### config.mk
export PLATFORM = sky130hd
export DESIGN_NAME = smac_accum_flat
export DESIGN_NICKNAME = d
export VERILOG_FILES = /design/src/rtl/smac_pkg.sv /design/src/rtl/smac_accum_if.sv /design/src/rtl/sat_add.sv /design/src/rtl/smac_accum.sv /design/src/flat_wrapper.sv
export SDC_FILE = /design/constraint.sdc
export NUM_CORES = 1
export LEC_CHECK = 0
export CORE_UTILIZATION = 45
export CTS_CLUSTER_DIAMETER = 80
export DETAILED_ROUTE_END_ITERATION = 16
export DONT_BUFFER_PORTS = 1
export GPL_ROUTABILITY_DRIVEN = 0
export PLACE_DENSITY_LB_ADDON = 0.2
export SLEW_MARGIN = 10
export SYNTH_ARGS = -nofsm -noshare
export SYNTH_HDL_FRONTEND = slang
export SYNTH_SLANG_ARGS = --single-unit
### constraint.sdc
create_clock -name clk -period 2.6 [get_ports clk]
set_clock_uncertainty 0.15 [all_clocks]
set_input_delay 0.26 -clock clk [delete_from_list [all_inputs] [get_ports clk]]
set_output_delay 0.26 -clock clk [all_outputs]
set_load 0.05 [all_outputs]
### src/rtl/smac_pkg.sv
// smac_pkg: shared definitions for the signed multiply-accumulate datapath.
//   - FSM state encodings for the accumulate stage
//   - default product width (output of the 4x4 signed multiplier)
//   - saturation limits of a signed ACC_W-bit result
package smac_pkg;

    localparam logic [1:0] S_IDLE = 2'd0;
    localparam logic [1:0] S_ACC  = 2'd1;
    localparam logic [1:0] S_DONE = 2'd2;

    localparam int PROD_W_DEF = 8;

    // Largest value representable in a signed acc_w-bit word.
    function automatic int sat_max(input int acc_w);
        return (1 << (acc_w - 1)) - 1;
    endfunction

    // Smallest value representable in a signed acc_w-bit word.
    function automatic int sat_min(input int acc_w);
        return -(1 << (acc_w - 1));
    endfunction

endpackage

### src/rtl/smac_accum_if.sv
// smac_accum_if: handshake bundle around the accumulate stage.
//   start, p_in, p_valid, acc_ready : driven by the master (upstream/downstream side)
//   p_ready, acc_out, acc_valid,
//   busy, ovf                       : driven by the slave (the accumulate stage)
interface smac_accum_if #(
    parameter int PROD_W = 8,
    parameter int ACC_W  = 10
);
    logic                     start;
    logic signed [PROD_W-1:0] p_in;
    logic                     p_valid;
    logic                     p_ready;
    logic signed [ACC_W-1:0]  acc_out;
    logic                     acc_valid;
    logic                     acc_ready;
    logic                     busy;
    logic                     ovf;

    modport master (
        output start, p_in, p_valid, acc_ready,
        input  p_ready, acc_out, acc_valid, busy, ovf
    );

    modport slave (
        input  start, p_in, p_valid, acc_ready,
        output p_ready, acc_out, acc_valid, busy, ovf
    );
endinterface

### src/rtl/sat_add.sv
// sat_add: combinational signed add with saturation.
//   a    in  ACC_W   signed running value
//   b    in  PROD_W  signed addend (sign-extended, PROD_W <= ACC_W)
//   sum  out ACC_W   a+b clamped to the signed ACC_W range
//   ovf  out 1       the clamp was applied
module sat_add
    import smac_pkg::*;
#(
    parameter int PROD_W = PROD_W_DEF,
    parameter int ACC_W  = 10
) (
    input  logic signed [ACC_W-1:0]  a,
    input  logic signed [PROD_W-1:0] b,
    output logic signed [ACC_W-1:0]  sum,
    output logic                     ovf
);
    localparam logic signed [ACC_W:0] SAT_MAX = (ACC_W+1)'(sat_max(ACC_W));
    localparam logic signed [ACC_W:0] SAT_MIN = (ACC_W+1)'(sat_min(ACC_W));

    logic signed [ACC_W:0] a_ext;
    logic signed [ACC_W:0] b_ext;
    logic signed [ACC_W:0] sum_wide;

    // One guard bit is enough: both operands fit in ACC_W bits, so the
    // exact sum always fits in ACC_W+1 bits.
    always_comb begin
        a_ext    = {a[ACC_W-1], a};
        b_ext    = {{(ACC_W+1-PROD_W){b[PROD_W-1]}}, b};
        sum_wide = a_ext + b_ext;
        sum      = sum_wide[ACC_W-1:0];
        ovf      = 1'b0;
        if (sum_wide > SAT_MAX) begin
            sum = SAT_MAX[ACC_W-1:0];
            ovf = 1'b1;
        end else if (sum_wide < SAT_MIN) begin
            sum = SAT_MIN[ACC_W-1:0];
            ovf = 1'b1;
        end
    end
endmodule

### src/rtl/smac_accum.sv
// smac_accum: sums LEN consecutive signed products into one saturated result
// and presents it downstream over a valid/ready handshake.
//   clk    in  rising-edge clock
//   rst_n  in  synchronous active-low reset
//   bus    slave side of smac_accum_if:
//            start/p_in/p_valid/acc_ready in, p_ready/acc_out/acc_valid/busy/ovf out
module smac_accum
    import smac_pkg::*;
#(
    parameter int PROD_W = PROD_W_DEF,
    parameter int LEN    = 4,
    parameter int ACC_W  = 10
) (
    input  logic          clk,
    input  logic          rst_n,
    smac_accum_if.slave   bus
);
    localparam logic [7:0] LAST_IDX = 8'(LEN - 1);

    logic [1:0]              state_q, state_d;
    logic [7:0]              count_q, count_d;
    logic signed [ACC_W-1:0] acc_q, acc_d;
    logic                    ovf_q, ovf_d;

    logic signed [ACC_W-1:0] add_sum;
    logic                    add_ovf;
    logic                    xfer;

    sat_add #(
        .PROD_W (PROD_W),
        .ACC_W  (ACC_W)
    ) u_sat_add (
        .a   (acc_q),
        .b   (bus.p_in),
        .sum (add_sum),
        .ovf (add_ovf)
    );

    assign xfer = (state_q == S_ACC) && bus.p_valid;

    always_comb begin
        state_d = state_q;
        count_d = count_q;
        acc_d   = acc_q;
        ovf_d   = ovf_q;
        case (state_q)
            S_IDLE: begin
                if (bus.start) begin
                    state_d = S_ACC;
                    count_d = 8'd0;
                    acc_d   = '0;
                    ovf_d   = 1'b0;
                end
            end
            S_ACC: begin
                if (xfer) begin
                    // Later products continue from the clamped value; ovf is sticky.
                    acc_d   = add_sum;
                    ovf_d   = ovf_q | add_ovf;
                    count_d = count_q + 8'd1;
                    if (count_q == LAST_IDX) begin
                        state_d = S_DONE;
                    end
                end
            end
            S_DONE: begin
                // start is deliberately not looked at here, even with acc_ready.
                if (bus.acc_ready) begin
                    state_d = S_IDLE;
                end
            end
            default: state_d = S_IDLE;
        endcase
    end

    always_ff @(posedge clk) begin
        if (!rst_n) begin
            state_q <= S_IDLE;
            count_q <= 8'd0;
            acc_q   <= '0;
            ovf_q   <= 1'b0;
        end else begin
            state_q <= state_d;
            count_q <= count_d;
            acc_q   <= acc_d;
            ovf_q   <= ovf_d;
        end
    end

    assign bus.p_ready   = (state_q == S_ACC);
    assign bus.busy      = (state_q == S_ACC);
    assign bus.acc_valid = (state_q == S_DONE);
    assign bus.acc_out   = acc_q;
    assign bus.ovf       = ovf_q;
endmodule

### src/flat_wrapper.sv
// flat-port wrapper written by rule: the top's interface ports become plain ports
module smac_accum_flat import smac_pkg::*;
#(
    parameter int PROD_W = PROD_W_DEF,
    parameter int LEN    = 4,
    parameter int ACC_W  = 10
)
  (clk, rst_n, bus_start, bus_p_in, bus_p_valid, bus_acc_ready, bus_p_ready, bus_acc_out, bus_acc_valid, bus_busy, bus_ovf);
  smac_accum_if #(.PROD_W(PROD_W), .ACC_W(ACC_W)) bus_i ();
  input  logic clk;
  input  logic rst_n;
  input wire logic [$bits(bus_i.start)-1:0] bus_start;
  input wire logic [$bits(bus_i.p_in)-1:0] bus_p_in;
  input wire logic [$bits(bus_i.p_valid)-1:0] bus_p_valid;
  input wire logic [$bits(bus_i.acc_ready)-1:0] bus_acc_ready;
  output wire logic [$bits(bus_i.p_ready)-1:0] bus_p_ready;
  output wire logic [$bits(bus_i.acc_out)-1:0] bus_acc_out;
  output wire logic [$bits(bus_i.acc_valid)-1:0] bus_acc_valid;
  output wire logic [$bits(bus_i.busy)-1:0] bus_busy;
  output wire logic [$bits(bus_i.ovf)-1:0] bus_ovf;
  assign bus_i.start = bus_start;
  assign bus_i.p_in = bus_p_in;
  assign bus_i.p_valid = bus_p_valid;
  assign bus_i.acc_ready = bus_acc_ready;
  assign bus_p_ready = bus_i.p_ready;
  assign bus_acc_out = bus_i.acc_out;
  assign bus_acc_valid = bus_i.acc_valid;
  assign bus_busy = bus_i.busy;
  assign bus_ovf = bus_i.ovf;
  smac_accum #(.PROD_W(PROD_W), .LEN(LEN), .ACC_W(ACC_W)) u_core (.clk(clk), .rst_n(rst_n), .bus(bus_i));
endmodule
==> out/qor.yml <==
yosysWarningCount: 0
row_count: 19
clk_transition_reported_paths_ns: 0.13
ys_types: 47
cts-root-buf: "clkbuf_4"
tightest_slew_ns: 0.512
cts_sinks: 21
crit_path_max_fanout: 3
multi_input_area_um2: 961
cts_max_level: 1
slew_violations: 0
numCtsBuffers: 3
min_period_over_period_pct: 97.8
finalWorstSetupSlack_ns: 0.0565
track_usage_pct: 18.4
async_reset_ff_share_pct: 0
grt_pass1_wl_um: 4770
startpoint: "u_core.bus.acc_out[0]$_SDFFE_PN0P_"
dp_hpwl_um: 2120
cts_buffer_depth: 2
synth.avg_cell_area_um2: 8.78
power_leakage_nw: 0.708
fin_crit_ns: 2.54
synth_cells: 160
vias_per_cell: 5.63
drc: 0
timing.fmax_ghz: 0.393
endpoint_kind: "register"
synth_ff_type: "dfxtp_1"
grt_pass1_vias: 1034
design_area_um2: 1580
grt_max_degree: 13
finalNetCount: 199
cts_tree: "done"
pin_count: 27
place_ws_ns: -0.00560
overflow: 0
layout-drive-gt1-share_pct: 23.7
status: "complete, no violations"
worst_hold_startpoint: "bus_acc_ready"
maxCapViolCount: 0
synth_top_area_share_pct: 29.9
start_util_pct: 49.3
finalHoldViolations: 0
power_w: 0.000694
synth-seq-area-share_pct: 29.9
dieArea_um2: 3350
seqCellArea_um2: 425
synth.cell_area_um2: 1410
synth_edf_count: 0
area_delta_synth_final_pct: 12.6
r2r-start: "u_core.bus.acc_out[0]$_SDFFE_PN0P_"
whs_ns: 0.00508
vias: 1149
rsz0062_at_grt: "true"
critical_path_required_ns: 2.73
clk_latency_ns: 0.32
port_buffers: 0
setup_violations: 0
ys_ff_latch: 21
p_per_area_nw_per_um2: 439
peakVddDrop_v: 0.000227
cp.arrival_ns: 2.67
slew_headroom_pct: 65.6
antenna_cells: 0
first_pass_iters: 4
die_h_um: 57.9
antenna_found_initial: 0
dpl_cell_area_um2: 1510
fill_cells: 270
first_iter_violations: 31
start_kind: "register"
synth_area_leader_cell: "dfxtp_1"
die_x_um: 57.9
critical_path_class: "register to register"
totalWireLength_um: 2840
design.core.area_um2: 2850
post-cts-setup-buffers: 0
ant_nets: 0
worstHoldPathType: "input pin to register"
wl_per_cell_um: 13.9
yosys-top-cells-area: "dfxtp_1 30%, ha_1 9.8%, o211ai_2 7.1%"
synth_nets: 185
[power breakdown]
group | leakage [nW] | internal (W) | switching, W
sequential | 0.171 | 0.000332 | 0.00000977
clock | 0.0177 | 0.0000577 | 0.000114
combinational | 0.518 | 0.0000651 | 0.000115
[metrics by stage]
stage	setup TNS, ns	util [%]	instances
2_1_floorplan	0	-	160
3_3_place_gp	0	52.9	199
3_5_place_dp	-0.00560	52.9	199
4_1_cts	0	54.6	204
5_1_grt	-0.0689	55.5	204
6_report	0	55.5	204
[cell usage in the layout (no fill, tap or decap), types with 3 or more instances in the layout]
cell type / count
a21o_1: 5
a21oi_1: 8
a31oi_1: 3
buf_4: 13
clkbuf_4: 3
dfxtp_1: 19
ha_1: 10
inv_1: 4
nand2_1: 18
nand2b_1: 3
nand3_1: 5
nand4_1: 3
nor2_1: 12
nor2b_1: 5
o211ai_2: 8
xnor2_1: 3
xor2_1: 9
[logic make-up after synthesis]
logic type                 after synthesis  synth area share, %
and+or+nand+nor                         62                 23.1
AOI/OAI and AO/OA                       42                 24.0
DFF                                     21                 29.9
xor gates and xnor gates                12                 7.48
adders and majority gates               12                 11.2
buffers and inverters                   11                 4.36
[path summary, 6_finish.rpt]
kind,to,slack (ns),depth (start not counted)
min,u_core.state_q[1]$_SDFFE_PN0P_,0.005,2
max reg2reg,u_core.bus.acc_out[1]$_SDFFE_PN0P_,0.06,10
min reg2reg,u_core.state_q[0]$_SDFFE_PN0P_,0.37,2
max,u_core.bus.acc_out[1]$_SDFFE_PN0P_,0.06,10
[critical path, cell delays in order, from the launching register on]
cell	delay, ns
dfxtp_4	0.38
ha_4	0.13
inv_2	0.04
fa_2	0.35
and2b_1	0.23
o2111ai_2	0.14
a21bo_2	0.26
a21boi_2	0.15
or3b_1	0.37
a41oi_2	0.20
a21o_1	0.10
[sequential cells by signal (all words and copies together), names as in the netlist]
register            count
u_core.bus.acc_out     10
u_core.bus.ovf          1
u_core.count_q          8
u_core.state_q          2
[layer usage]
| metal | wire length (um) | part of all wire (%) | global-route usage (%) |
|---|---|---|---|
| met4 | 38 | 1.3 | 7.14 |
| met5 | 0 | 0 | 0 |
| met1 | 1490 | 53 | 26.9 |
| met3 | 148 | 5.2 | 3.57 |
| met2 | 1160 | 41 | 26.6 |
[cell usage after synthesis, types with 5 or more instances]
master,instances
a21o_1,5
a21oi_1,8
dfxtp_1,21
ha_1,11
inv_1,5
nand2_1,18
nand3_1,5
nor2_1,12
nor2b_1,6
o211ai_2,8
xor2_1,9
[layout make-up]
class                   instances  share of cell area (%)
inverters                       6                    1.42
well taps                      31                    2.45
multi-input cells             128                    60.7
clock inverters                 1                   0.316
repair buffers                 14                    6.80
flip-flops and latches         21                    26.9
clock buffers                   3                    1.42
[repair_timing]
| item | in CTS | in global routing |
|---|---|---|
| pin swaps | 0 | 6 |
| gates cloned | 0 | 0 |
| endpoints found under the hold margin | 5 | 0 |
| gates resized for setup | 2 | 7 |
| endpoints found under the setup margin | 1 | 10 |
| hold buffers | 1 | 0 |
No activity file was read; power rests on OpenSTA's default activity.
